`src/rtl/bsg_miniblade_pkg.sv`:
```
// Shared constants for the miniblade link relay.
package bsg_miniblade_pkg;

  // Only a two-entry skid buffer per channel is supported.
  localparam int miniblade_relay_els_gp = 2;

  // Width of the optional per-channel stall counters.
  localparam int miniblade_perf_cnt_width_gp = 32;

  // Buffer occupancy, 0..miniblade_relay_els_gp.
  typedef logic [1:0] relay_count_t;

endpackage

```
`src/rtl/bsg_miniblade_link_relay_fifo.sv`:
```
// Two-entry ready/valid buffer for one link channel.
// Optional stall counter when BSG_MINIBLADE_LINK_RELAY_PERF_EN is defined.
module bsg_miniblade_link_relay_fifo
  import bsg_miniblade_pkg::*;
#(
  parameter int width_p = 1
) (
  input  logic               clk,
  input  logic               rst_n,
  input  logic               reset_done,
  input  logic               enq_v,
  input  logic [width_p-1:0] enq_data,
  output logic               enq_ready,
  output logic               deq_v,
  output logic [width_p-1:0] deq_data,
  input  logic               deq_ready
`ifdef BSG_MINIBLADE_LINK_RELAY_PERF_EN
  ,
  output logic [miniblade_perf_cnt_width_gp-1:0] stall_cnt
`endif
);

  relay_count_t       count;
  logic               head;
  logic               tail;
  logic [width_p-1:0] mem [miniblade_relay_els_gp];
  logic               enq;
  logic               deq;

  // ready depends only on registered state, so there is no ready-to-ready path.
  assign enq_ready = (count != relay_count_t'(miniblade_relay_els_gp)) & reset_done;
  assign deq_v     = (count != '0);
  assign deq_data  = mem[head];
  assign enq       = enq_v & enq_ready;
  assign deq       = deq_v & deq_ready;

  // Occupancy and pointer update; pointers wrap modulo 2.
  always_ff @(posedge clk or negedge rst_n) begin
    if (!rst_n) begin
      count <= '0;
      head  <= 1'b0;
      tail  <= 1'b0;
    end else begin
      if (enq) tail <= ~tail;
      if (deq) head <= ~head;
      if (enq & ~deq)      count <= count + relay_count_t'(1);
      else if (deq & ~enq) count <= count - relay_count_t'(1);
    end
  end

  // Payload storage, deliberately not reset.
  always_ff @(posedge clk) begin
    if (enq) mem[tail] <= enq_data;
  end

`ifdef BSG_MINIBLADE_LINK_RELAY_PERF_EN
  logic [miniblade_perf_cnt_width_gp-1:0] stall_r;

  // Saturating count of cycles where output is offered but not taken.
  always_ff @(posedge clk or negedge rst_n) begin
    if (!rst_n) begin
      stall_r <= '0;
    end else if (deq_v & ~deq_ready & (stall_r != '1)) begin
      stall_r <= stall_r + miniblade_perf_cnt_width_gp'(1);
    end
  end

  assign stall_cnt = stall_r;
`endif

endmodule

```
`src/rtl/bsg_miniblade_link_relay.sv`:
```
// Pipelined repeater for one direction of a miniblade inter-tile mesh link.
// Re-times the forward and reverse channels through 2-entry buffers and the
// barrier bit through one flop.
// Optional stall counters when BSG_MINIBLADE_LINK_RELAY_PERF_EN is defined.
module bsg_miniblade_link_relay
  import bsg_miniblade_pkg::*;
#(
  parameter int fwd_width_p = 1,
  parameter int rev_width_p = 1,
  parameter int els_p       = 2
) (
  input  logic                   clk_i,
  input  logic                   reset_n_i,
  input  logic                   fwd_v_i,
  input  logic [fwd_width_p-1:0] fwd_data_i,
  output logic                   fwd_ready_o,
  output logic                   fwd_v_o,
  output logic [fwd_width_p-1:0] fwd_data_o,
  input  logic                   fwd_ready_i,
  input  logic                   rev_v_i,
  input  logic [rev_width_p-1:0] rev_data_i,
  output logic                   rev_ready_o,
  output logic                   rev_v_o,
  output logic [rev_width_p-1:0] rev_data_o,
  input  logic                   rev_ready_i,
  input  logic                   barrier_i,
  output logic                   barrier_o
`ifdef BSG_MINIBLADE_LINK_RELAY_PERF_EN
  ,
  output logic [miniblade_perf_cnt_width_gp-1:0] fwd_stall_cnt_o,
  output logic [miniblade_perf_cnt_width_gp-1:0] rev_stall_cnt_o
`endif
);

  if (els_p != miniblade_relay_els_gp) begin : g_bad_els
    $error("bsg_miniblade_link_relay: els_p must be 2");
  end

  logic reset_done_r;
  logic barrier_r;

  // Hold off accepting for one cycle after reset release.
  always_ff @(posedge clk_i or negedge reset_n_i) begin
    if (!reset_n_i) reset_done_r <= 1'b0;
    else            reset_done_r <= 1'b1;
  end

  // Barrier bit re-timed by one cycle.
  always_ff @(posedge clk_i or negedge reset_n_i) begin
    if (!reset_n_i) barrier_r <= 1'b0;
    else            barrier_r <= barrier_i;
  end

  assign barrier_o = barrier_r;

  bsg_miniblade_link_relay_fifo #(.width_p(fwd_width_p)) fwd_fifo (
    .clk        (clk_i),
    .rst_n      (reset_n_i),
    .reset_done (reset_done_r),
    .enq_v      (fwd_v_i),
    .enq_data   (fwd_data_i),
    .enq_ready  (fwd_ready_o),
    .deq_v      (fwd_v_o),
    .deq_data   (fwd_data_o),
    .deq_ready  (fwd_ready_i)
`ifdef BSG_MINIBLADE_LINK_RELAY_PERF_EN
    ,
    .stall_cnt  (fwd_stall_cnt_o)
`endif
  );

  bsg_miniblade_link_relay_fifo #(.width_p(rev_width_p)) rev_fifo (
    .clk        (clk_i),
    .rst_n      (reset_n_i),
    .reset_done (reset_done_r),
    .enq_v      (rev_v_i),
    .enq_data   (rev_data_i),
    .enq_ready  (rev_ready_o),
    .deq_v      (rev_v_o),
    .deq_data   (rev_data_o),
    .deq_ready  (rev_ready_i)
`ifdef BSG_MINIBLADE_LINK_RELAY_PERF_EN
    ,
    .stall_cnt  (rev_stall_cnt_o)
`endif
  );

endmodule
```
`config.mk`:
```
export PLATFORM = sky130hd
export DESIGN_NAME = bsg_miniblade_link_relay
export DESIGN_NICKNAME = d
export VERILOG_FILES = /design/src/rtl/bsg_miniblade_pkg.sv /design/src/rtl/bsg_miniblade_link_relay_fifo.sv /design/src/rtl/bsg_miniblade_link_relay.sv
export SDC_FILE = /design/constraint.sdc
export NUM_CORES = 1
export LEC_CHECK = 0
export ABC_AREA = 1
export BUFFER_PORTS_ARGS = -buffer_cell sky130_fd_sc_hd__buf_2
export CAP_MARGIN = 15
export CORE_AREA = 2 2 39 41
export CTS_CLUSTER_SIZE = 20
export DETAILED_ROUTE_END_ITERATION = 6
export DIE_AREA = 0 0 41 43
export PLACE_DENSITY = 0.74
export SETUP_SLACK_MARGIN = 0.3
export SYNTH_ARGS = -nofsm -noshare
export SYNTH_HDL_FRONTEND = slang
export SYNTH_HIERARCHICAL = 1
export SYNTH_SLANG_ARGS = --single-unit
export TNS_END_PERCENT = 20
```
`constraint.sdc`:
```
create_clock -name clk_i -period 3.9 [get_ports clk_i]
set_input_delay 0.195 -clock clk_i [delete_from_list [all_inputs] [get_ports clk_i]]
set_output_delay 0.195 -clock clk_i [all_outputs]
set_load 0.01 [all_outputs]
```
# Word-level counts from Yosys, hierarchy flattened
# Memories as Yosys holds them, arrays and structs flattened.
# Cells that the tools add are included.
[op_classes] eq_ne=2 reduce_logical=4 addsub=4 mux=8 bitwise_logic=18
[op_table] cell="$and A1 B1 Y1" count=10
[op_table] cell="$mux W2" count=4
[op_table] cell="$not A1 Y1" count=8
[op_table] cell="$reduce_bool A2 Y1" count=4
[op_table] cell="$add A2 B1 Y2 const B" count=2
[op_table] cell="$mux W1" count=4
[op_table] cell="$ne A2 B2 Y1 const B" count=2
[op_table] cell="$sub A2 B1 Y2 const B" count=2
[totals] input_bits=9 mem_count=2 word_cells=46 register_bits=10 ramBits=4
[mem_list] name="fwd_fifo.mem" depth=2 word_bits=1 read_ports=1 rd_clocked_by_memory_dff=0 wr=1 line_no="bsg_miniblade_link_relay_fifo.sv:26" rtl="logic [width_p-1:0] mem [miniblade_relay_els_gp];"
[mem_list] name="rev_fifo.mem" depth=2 word_bits=1 read_ports=1 rd_clocked_by_memory_dff=0 wr=1 line_no="bsg_miniblade_link_relay_fifo.sv:26"

# Logic depth before layout (Yosys ltp)
[depth] word_depth=7 depth_mapped=10 mapped_depth_nobuf=10

# Modules after synthesis
# Netlist, hierarchy kept.
[modules_own_cells] mod="bsg_miniblade_link_relay_fifo" cells_each=37 area_each_um2=317.8 n_inst=2
[modules_own_cells] mod="bsg_miniblade_link_relay" cells_each=3 area_each_um2=53.8 n_inst=1

# Worst setup path before layout
# No wires, ideal clock.
[synth_path] kind="flip-flop to flip-flop" from="register fwd_fifo.count[0]" to="register fwd_fifo.count[1]" required_ns=3.783 arrival_ns=1.176 period_less_slack_ns=1.292 setup_slack_ns=2.608 stages_incl_launch_ff=10 n_path_buf=0 cell_sequence="dfrtp_1 -> inv_2 -> nand2_2 -> nand3_2 -> inv_1 -> ha_1 -> inv_1 -> nand3_1 -> nand2_1 -> nand2_1"
[synth_between] elab_chain_cells=6
[synth_rtl] element="from (decl)" line_no="bsg_miniblade_link_relay_fifo.sv:23" rtl="relay_count_t count;"
[synth_rtl] element="from (signal assigned)" line_no="bsg_miniblade_link_relay_fifo.sv:46" rtl="if (enq & ~deq) count <= count + relay_count_t'(1);"
[synth_rtl] element="from (signal assigned)" line_no="bsg_miniblade_link_relay_fifo.sv:47" rtl="else if (deq & ~enq) count <= count - relay_count_t'(1);"
[synth_rtl] element="$ne A2 B2 Y1 *" line_no="bsg_miniblade_link_relay_fifo.sv:31" rtl="assign enq_ready = (count != relay_count_t'(miniblade_relay_els_gp)) & reset_done;"
[synth_rtl] element="$and A1 B1 Y1 *" line_no="bsg_miniblade_link_relay_fifo.sv:31"
[synth_rtl] element="$and A1 B1 Y1 *" line_no="bsg_miniblade_link_relay_fifo.sv:34" rtl="assign enq = enq_v & enq_ready;"
[synth_rtl] element="named net fwd_fifo.enq" line_no="bsg_miniblade_link_relay_fifo.sv:27" rtl="logic enq;"
[synth_rtl] element="$not A1 Y1" line_no="bsg_miniblade_link_relay_fifo.sv:47"
[synth_rtl] element="$and A1 B1 Y1" line_no="bsg_miniblade_link_relay_fifo.sv:47"
[synth_rtl] element="$reduce_bool A2 Y1 (no line)"
# Mark *: on every way through the listed nets, which the timed path passes. The rest lies on a longest branch. The select of a mux whose other input is x is not followed.
# A chain may end at the register's enable or synchronous reset.

# Worst setup path in the final report
[layout_path] from="register rev_fifo.count[0]" to="register rev_fifo.count[1]"
[layout_between] elab_chain_cells=6
[layout_rtl] element="from (decl)" line_no="bsg_miniblade_link_relay_fifo.sv:23"
[layout_rtl] element="from (signal assigned)" line_no="bsg_miniblade_link_relay_fifo.sv:46"
[layout_rtl] element="from (signal assigned)" line_no="bsg_miniblade_link_relay_fifo.sv:47"
[layout_rtl] element="$ne A2 B2 Y1 *" line_no="bsg_miniblade_link_relay_fifo.sv:31"
[layout_rtl] element="$and A1 B1 Y1 *" line_no="bsg_miniblade_link_relay_fifo.sv:31"
[layout_rtl] element="$and A1 B1 Y1 *" line_no="bsg_miniblade_link_relay_fifo.sv:34"
[layout_rtl] element="named net rev_fifo.enq" line_no="bsg_miniblade_link_relay_fifo.sv:27"
[layout_rtl] element="$not A1 Y1" line_no="bsg_miniblade_link_relay_fifo.sv:47"
[layout_rtl] element="$and A1 B1 Y1" line_no="bsg_miniblade_link_relay_fifo.sv:47"
[layout_rtl] element="$reduce_bool A2 Y1 (no line)"
# Marks and branches as above.

==> metrics <==
clock sink total 14; CP required 4.06 ns; Final TNS setup 0 ns; Yosys Warn Count 6; Yosys cell types 14; I/O pins 16; RR Startpoint rev_fifo/count[0]; maximum vdd ir drop 0.335 mV; die area 0.00176 mm^2; unrepaired setup endpoints after global routing false; Num CTS Buffers 3; die height 43 um; post-synthesis net count 88; crit end category flop; core area 0.00138 mm^2; # fillers 131; HP Start barrier_i; via count 527; Tcrit/Tclk final 0.362; vias in the first global route 480; clk root buf clkbuf_4; R2R setup slack 2.49 ns; Cell Rows 14; Clock Latency Late Sink 0.27 ns; first-pass GRT wire length 1750 um; power density cells 679 mW/mm^2; Vias/cell 4.66; drt total wl 1040 um; CTS H-tree depth 1; sequential share of the synthesized area 0.537; synthesis-stage register bit count 14; startpoint type of the worst setup path flop; WL/cell 9.19 um; Min Clock Period, post-route 1.41 ns; GRT Overall Usage 0.151; Cells after Synth 77; PostCTS Resize Cnt 0; CP startpoint rev_fifo/count[0]; chip width 41 um; Hold Buf Count CTS 1; R2R cell count 9; Leakage Power 0.456 nW; Syn Area/Cell 8.95 um^2; fin util 0.593; P&R area growth vs syn 19.1%; initial core utilization 0.498; fmax 0.709 GHz; initial drt markers 8; CTS max path bufs 2; Port Buf Inserts 15; postcts setup bufs 0; share of layout cells above drive strength 1 0.330; Final HPWL DP 869 um; Final Setup Violations 0; Hold Path Class in2reg; Hold Path Depth 1; DRT Pass-1 Iters 4; initial antenna violation count 0; status finished clean; crit path DAT 1.57 ns; Setup Skew 0.00441 ns; drt drc 0; Final nets 109; Final Power 0.000557 W; clock transition at the registers of the reported paths 0.08 ns; GP Congestion 0.653; Post-Syn Area 689 um^2; largest net degree at the start of global routing 11; critical path class reg2reg; Max Cap Violations 0; CTS tree done; largest fanout on the critical path 4; Ant. Diodes 0; antenna-violating nets left 0; Fin. Hold Viols 0; GRT overflow 0; Pins Over Slew Limit 0
## per-stage QoR
step	hold WS (ns)	worst slack (ns)	area, um^2	instances
2_1_floorplan	-0.101	2.61	689	77
3_3_place_gp	0.0697	2.54	785	108
3_5_place_dp	0.0723	2.50	785	108
4_1_cts	0.0153	2.49	821	113
5_1_grt	0.0135	2.37	821	113
6_report	0.0234	2.49	821	113
## final timing paths
kind                                     endpoint
worst max-delay path            rev_fifo/count[1]
worst min register to register      rev_fifo/tail
max in group asynchronous       rev_fifo/count[1]
worst min-delay path                    barrier_o
worst max register to register  rev_fifo/count[1]
min in group asynchronous           rev_fifo/head
## layout make-up
cell class                 count  area, um^2  share of cell area
clock buffer                   3        22.5              0.0274
clock inverter                 1        3.75             0.00457
tap                           16        20.0              0.0244
sequential                    14         370               0.451
timing repair buffer          16        85.1               0.104
multi-input combinational     47         259               0.316
inverter                      16        60.1              0.0732
## power breakdown
group	switching (W)	internal [W]	total [W]
Sequential	0.0000405	0.000201	0.000242
Clock	0.0000424	0.0000370	0.0000794
Combinational	0.000140	0.0000961	0.000236
## layout by cell type, fill, tap and decap left out
cell type / n
nand2_2: 8
clkinv_1: 1
a21boi_1: 2
buf_2: 15
edfxtp_1: 4
conb_1: 1
nand4_1: 4
nand2_1: 20
ha_1: 2
nand3_2: 2
nor2_1: 2
inv_2: 4
nand3_1: 4
dfrtp_1: 10
clkbuf_4: 3
inv_1: 12
dlygate4sd3_1: 1
xnor2_1: 2
## layer usage
metal	GRT usage	share of wire
met1	0.187	0.43
met2	0.234	0.52
met3	0.0314	0.040
met4	0.0800	0.0058
met5	0	0
## sequential cells by signal, summed over array words and instances, names as in the netlist, 2 cells and up
signal          count
fwd_fifo/count      2
fwd_fifo/mem        2
rev_fifo/count      2
rev_fifo/mem        2
## worst max-delay path, cell delays in order, from the launching register on
cell     delay, ns
dfrtp_1       0.41
inv_2         0.11
nand2_2       0.07
nand3_2       0.08
inv_1         0.05
ha_1          0.31
inv_1         0.08
nand3_1       0.08
nand2_1       0.06
nand2_1       0.05
## synth_stat cells (all sizes together)
library cell,instances,area share
nand2,28,0.18
nand4,4,0.036
xnor2,2,0.025
conb,1,0.0054
inv,16,0.087
a21boi,2,0.022
ha,2,0.036
nand3,6,0.058
edfxtp,4,0.17
nor2,2,0.011
dfrtp,10,0.36
## logic make-up (layout without fill, tap and decap cells)
family	Yosys count	count (layout)	share of synthesized area
AO/OA/AOI/OAI	2	2	0.0218
XOR/XNOR	2	2	0.0254
adder cells (fa/ha/maj)	2	2	0.0363
buffers and inverters	16	36	0.0871
flip-flops	14	14	0.537
other	1	1	0.00544
AND/OR/NAND/NOR	40	40	0.287
No activity file was read; power rests on OpenSTA's default activity.
